<file path="src/rtl/drum_mul_arbiter.sv">
// drum_mul_arbiter: round-robin front end sharing one DRUM approximate
// multiplier between NREQ requesters, with a 2-stage registered pipeline
// (S1 = operands, S2 = product) and a single tagged response port.
//
// Ports:
//   clk, rst                 clock, synchronous active-high reset
//   req_valid/req_ready      per-requester handshake (ready is one-hot or zero)
//   req_a, req_b             packed operands, requester i at [i*N +: N] / [i*M +: M]
//   rsp_valid/rsp_ready      response handshake, full backpressure
//   rsp_id, rsp_r            requester tag and approximate product
//   busy                     either pipeline stage holds data
module drum_mul_arbiter #(
    parameter int unsigned K    = 6,
    parameter int unsigned N    = 16,
    parameter int unsigned M    = 16,
    parameter int unsigned NREQ = 4,
    parameter int unsigned IDW  = $clog2(NREQ)
) (
    input  logic                clk,
    input  logic                rst,
    input  logic [NREQ-1:0]     req_valid,
    output logic [NREQ-1:0]     req_ready,
    input  logic [NREQ*N-1:0]   req_a,
    input  logic [NREQ*M-1:0]   req_b,
    output logic                rsp_valid,
    input  logic                rsp_ready,
    output logic [IDW-1:0]      rsp_id,
    output logic [N+M-1:0]      rsp_r,
    output logic                busy
);

    localparam int unsigned RW = N + M;

    // Pipeline state
    logic           v1;
    logic           v2;
    logic [N-1:0]   s1_a;
    logic [M-1:0]   s1_b;
    logic [IDW-1:0] s1_id;
    logic [RW-1:0]  s2_r;
    logic [IDW-1:0] s2_id;
    logic [IDW-1:0] ptr;

    // Flow control
    logic adv1;
    logic adv2;
    logic s1_load;
    logic s2_load;

    // Arbitration
    logic           grant_found;
    logic [IDW-1:0] grant_idx;
    logic [IDW-1:0] cand;
    logic [N-1:0]   sel_a;
    logic [M-1:0]   sel_b;

    // DRUM datapath
    int unsigned    lead_a;
    int unsigned    lead_b;
    int unsigned    sh_a;
    int unsigned    sh_b;
    logic [K-1:0]   trunc_a;
    logic [K-1:0]   trunc_b;
    logic [RW-1:0]  prod;
    logic [RW-1:0]  mul_r;

    // Stall chain: a stage may load when it is empty or draining this cycle
    assign adv2    = v2 & rsp_ready;
    assign s2_load = ~v2 | adv2;
    assign adv1    = v1 & s2_load;
    assign s1_load = ~v1 | adv1;

    // Round-robin search from ptr; ready depends only on valid, ptr and stall state
    always_comb begin
        grant_found = 1'b0;
        grant_idx   = '0;
        cand        = '0;
        req_ready   = '0;
        if (!rst && s1_load) begin
            for (int unsigned j = 0; j < NREQ; j++) begin
                cand = IDW'((32'(ptr) + j) % NREQ);
                if (!grant_found && req_valid[cand]) begin
                    grant_found = 1'b1;
                    grant_idx   = cand;
                end
            end
            if (grant_found) begin
                req_ready[grant_idx] = 1'b1;
            end
        end
    end

    assign sel_a = req_a[32'(grant_idx)*N +: N];
    assign sel_b = req_b[32'(grant_idx)*M +: M];

    // DRUM: keep K bits from the leading one, force the LSB, then shift back
    always_comb begin
        lead_a = 0;
        lead_b = 0;
        for (int unsigned i = 0; i < N; i++) begin
            if (s1_a[i]) lead_a = i;
        end
        for (int unsigned i = 0; i < M; i++) begin
            if (s1_b[i]) lead_b = i;
        end
        sh_a = (lead_a >= K) ? lead_a - (K - 1) : 0;
        sh_b = (lead_b >= K) ? lead_b - (K - 1) : 0;
        if (sh_a == 0) trunc_a = K'(s1_a);
        else           trunc_a = K'(s1_a >> sh_a) | K'(1);
        if (sh_b == 0) trunc_b = K'(s1_b);
        else           trunc_b = K'(s1_b >> sh_b) | K'(1);
        prod  = RW'(trunc_a) * RW'(trunc_b);
        mul_r = prod << (sh_a + sh_b);
    end

    // Stage registers and round-robin pointer
    always_ff @(posedge clk) begin
        if (rst) begin
            v1    <= 1'b0;
            v2    <= 1'b0;
            ptr   <= '0;
            s1_a  <= '0;
            s1_b  <= '0;
            s1_id <= '0;
            s2_r  <= '0;
            s2_id <= '0;
        end else begin
            if (grant_found) begin
                v1    <= 1'b1;
                s1_a  <= sel_a;
                s1_b  <= sel_b;
                s1_id <= grant_idx;
                ptr   <= (32'(grant_idx) == NREQ - 1) ? '0 : IDW'(32'(grant_idx) + 1);
            end else if (adv1) begin
                v1 <= 1'b0;
            end

            if (adv1) begin
                v2    <= 1'b1;
                s2_r  <= mul_r;
                s2_id <= s1_id;
            end else if (adv2) begin
                v2 <= 1'b0;
            end
        end
    end

    assign rsp_valid = v2;
    assign rsp_id    = s2_id;
    assign rsp_r     = s2_r;
    assign busy      = v1 | v2;

endmodule

</file>
<file path="config.mk">
export PLATFORM = sky130hd
export DESIGN_NAME = drum_mul_arbiter
export DESIGN_NICKNAME = d
export VERILOG_FILES = /design/src/rtl/drum_mul_arbiter.sv
export SDC_FILE = /design/constraint.sdc
export NUM_CORES = 1
export LEC_CHECK = 0
export ABC_AREA = 1
export BUFFER_PORTS_ARGS = -buffer_cell sky130_fd_sc_hd__buf_4
export CAP_MARGIN = 20
export CORE_MARGIN = 1
export CORE_UTILIZATION = 56
export DETAILED_ROUTE_END_ITERATION = 8
export PLACE_DENSITY = 0.91
export SYNTH_ARGS = -nofsm -noshare
export SYNTH_HDL_FRONTEND = slang
export SYNTH_SLANG_ARGS = --single-unit
</file>
<file path="constraint.sdc">
create_clock -name clk -period 7 [get_ports clk]
set_input_delay 1.4 -clock clk [delete_from_list [all_inputs] [get_ports clk]]
set_output_delay 1.4 -clock clk [all_outputs]
set_load 0.1 [all_outputs]
</file>
==> flow_summary.toml <==
[synthesis]
synth_top_area_share_pct = 19.28
synthDistinctLibCells = 49
async_flop_share_pct = 0
syn_area_um2 = 7476
ys_ff_latch = 72
ys_seq_area_share_pct = 19.28
synth_ff_type = "dfxtp_1"
synth.avg_cell_area_um2 = 6.044
synth_cells = 1237
syn_nets = 1424
synth_edf_count = 0
ys_warn_count = 0
synth_top_area_cell = "dfxtp_1"
synthTopCellsByArea = "dfxtp_1, nand2_1, nor2_1"

[critical_path]
endpoint = "rsp_r[20]$_SDFFE_PP0P_"
critical_path_required_ns = 7.22
cp_max_fo = 6
endpoint_kind = "flip-flop"
cp_slowest_cell = "fa_1"
r2r-end = "rsp_r[20]$_SDFFE_PP0P_"
worst-setup-path-type = "reg2reg"
crit_arrival_ns = 7.47
startpoint_type = "flip-flop"
cp_slowest_stage_delay_ns = 0.58
worstSetupStartpoint = "s1_b[2]$_SDFFE_PP0P_"
r2r_setup_slack_ns = -0.25
reg2regPathDepth = 55
cpMostUsedCell = "nand2_1"
r2r_start = "s1_b[2]$_SDFFE_PP0P_"

[floorplan]
dieArea_um2 = 13820
core_area_um2 = 12820
fp.dieW_um = 117.5
placementRows = 41
die_h_um = 117.5
ios = 175
start_util_pct = 58.29

[global_routing]
grt_pass1_vias = 8167
grt_max_degree = 67
grt_pass1_wl_um = 37590
grt_overflow_total = 0
gr-usage-all-layers_pct = 32.49
grt_antenna_before_repair = 0

[timing]
worst_slew_pin_slew_ns = 1.233
finalClockSkew_ns = 0.006795
setup_ws_ns = -0.2541
slew_headroom_pct = 17.49
period_needed_ns = 7.254
rsz0062_at_grt = "true"
min_period_over_period_pct = 103.6
fmax_ghz = 0.1379
maxSlewViolCount = 0
setup_violations = 21
hold_viol_final = 0
totalNegativeSetupSlack_ns = -3.163

[place]
dp_cells = 1566
place_congestion = 1.020
place_area_um2 = 8999
io_buffers = 174
dp_hpwl_um = 17330
preCtsSetupSlack_ns = -0.2254

[outcome]
run_status = "complete, but fails checks"
violations = "setup timing"

[clock_network]
cts_root_buffer = "clkbuf_16"
cts_max_level = 3
cts_tree = "built"
numCtsBuffers = 9
clk-insertion-delay-late_ns = 0.34
cts_sinks = 72
cts_max_path_buffers = 2
clk_pin_slew_ns = 0.06

[finish]
multi_input_area_um2 = 5699
fin_cells = 1611
fillers = 907
nNetsFinal = 1622
fin_area_um2 = 10110
drive_gt1_share_pct = 30.44
diodes = 0
synthToLayoutAreaGrowth_pct = 35.25
seqCellArea_um2 = 1449

[route]
firstDrtPassIters = 7
wl_um = 25680
via_per_inst = 5.825
wl_per_cell_um = 15.94
vias = 9384
drtIter0Drc = 929
ant_nets = 0
drc_errors = 0

[flow_run]
drv_cap = 0

[hold_path]
hp-class = "reg2reg"
hp-start = "rsp_r[0]$_SDFFE_PP0P_"
## worst max-delay path: cells and delay by family, from the launching register on
family / cells / cell delay (ns)
AO/OA/AOI/OAI: 8 / 1.16
buffers and inverters: 6 / 0.37
flip-flops: 1 / 0.32
adder cells (fa/ha/maj): 5 / 1.97
AND/OR/NAND/NOR: 36 / 3.31
## state kept, by name, summed over array words and instances, names as in the netlist
register	flops
rsp_valid	1
s1_a	16
v1	1
rsp_id	2
rsp_r	32
s1_id	2
s1_b	16
ptr	2
## cells by family after synthesis
family                     share of synthesized area, %
AOI/OAI and AO/OA                                 24.35
and+or+nand+nor                                   32.79
buffers and inverters                             12.20
DFF                                               19.28
muxes                                            0.4017
adders and majority gates                         10.51
xor gates and xnor gates                         0.4687
## layer usage
metal / wire [µm] / vias to the layer above / global-route usage [%]
li1: - / 4472 / -
met1: 10150 / 4195 / 42.15
met2: 12390 / 592 / 56.25
met3: 2069 / 125 / 3.924
met4: 1075 / 0 / 9.535
met5: 0 / - / 0
## how the worst min path moves through the flow
stage,cells past startpoint,endpoint
final,2,rsp_r[0]$_SDFFE_PP0P_
after global routing,2,rsp_r[27]$_SDFFE_PP0P_
after CTS,2,rsp_r[27]$_SDFFE_PP0P_
after detailed placement,2,rsp_r[8]$_SDFFE_PP0P_
after global placement,2,rsp_id[0]$_SDFFE_PP0P_
after floorplan,2,rsp_id[0]$_SDFFE_PP0P_
## cell usage in the layout (no fill, tap or decap), types with 13 or more instances in the layout
cell,Yosys,final
inv_2,17,27
o21ai_0,108,88
nand3_1,82,61
a21oi_1,48,43
nor2_1,148,138
a31oi_1,35,35
nand3_2,2,17
fa_1,18,17
buf_4,1,237
o21bai_1,33,33
inv_1,143,127
nand2_2,10,34
dfxtp_1,72,68
ha_1,34,27
o21ai_2,4,19
o21ai_1,68,71
nand2_1,273,240
nand4_1,13,13
## synth_stat cells (3+ instances only)
master,n
fa_1,18
buf_6,10
a31oi_1,35
or2_2,10
nand2_2,10
nor2_2,5
nand3_1,82
xor2_1,3
mux2i_1,3
nor2_1,148
o31ai_1,3
or2_1,4
o21ai_1,68
o21ai_2,4
nand4_1,13
nor2_4,4
o21ai_0,108
o21bai_1,33
inv_1,143
o211ai_1,10
clkbuf_1,31
a21oi_1,48
nand2_1,273
buf_2,12
dfxtp_1,72
ha_1,34
inv_2,17
nor3_1,6
## per-stage QoR
| stage | hold slack (ns) | util, % |
|---|---|---|
| 2_1_floorplan | 0.4302 | - |
| 3_3_place_gp | 0.4451 | 70.17 |
| 3_5_place_dp | 0.4554 | 70.17 |
| 4_1_cts | 0.4648 | 73.39 |
| 5_1_grt | 0.4823 | 78.84 |
| 6_report | 0.4645 | 78.84 |
## final cells by class
class	instances	area share (%)
sequential	72	14.33
timing repair inverter	1	0.07425
tap	172	2.128
inverter	162	6.262
timing repair buffer	240	18.02
clock inverter	5	0.5569
clock buffer	10	2.265
multi-input combinational	949	56.37
## what timing repair did
| item | in CTS | in global routing |
|---|---|---|
| setup endpoints to repair | 25 | 27 |
| hold buffers | 0 | 0 |
| gates resized for setup | 29 | 154 |
| buffers inserted | 3 | 24 |
| cloned | 2 | 1 |
| pin swaps | 9 | 70 |
Power is left out: the tool's default activity adds up to more than one toggle a clock period on the data nets, which glitch-free logic cannot reach.
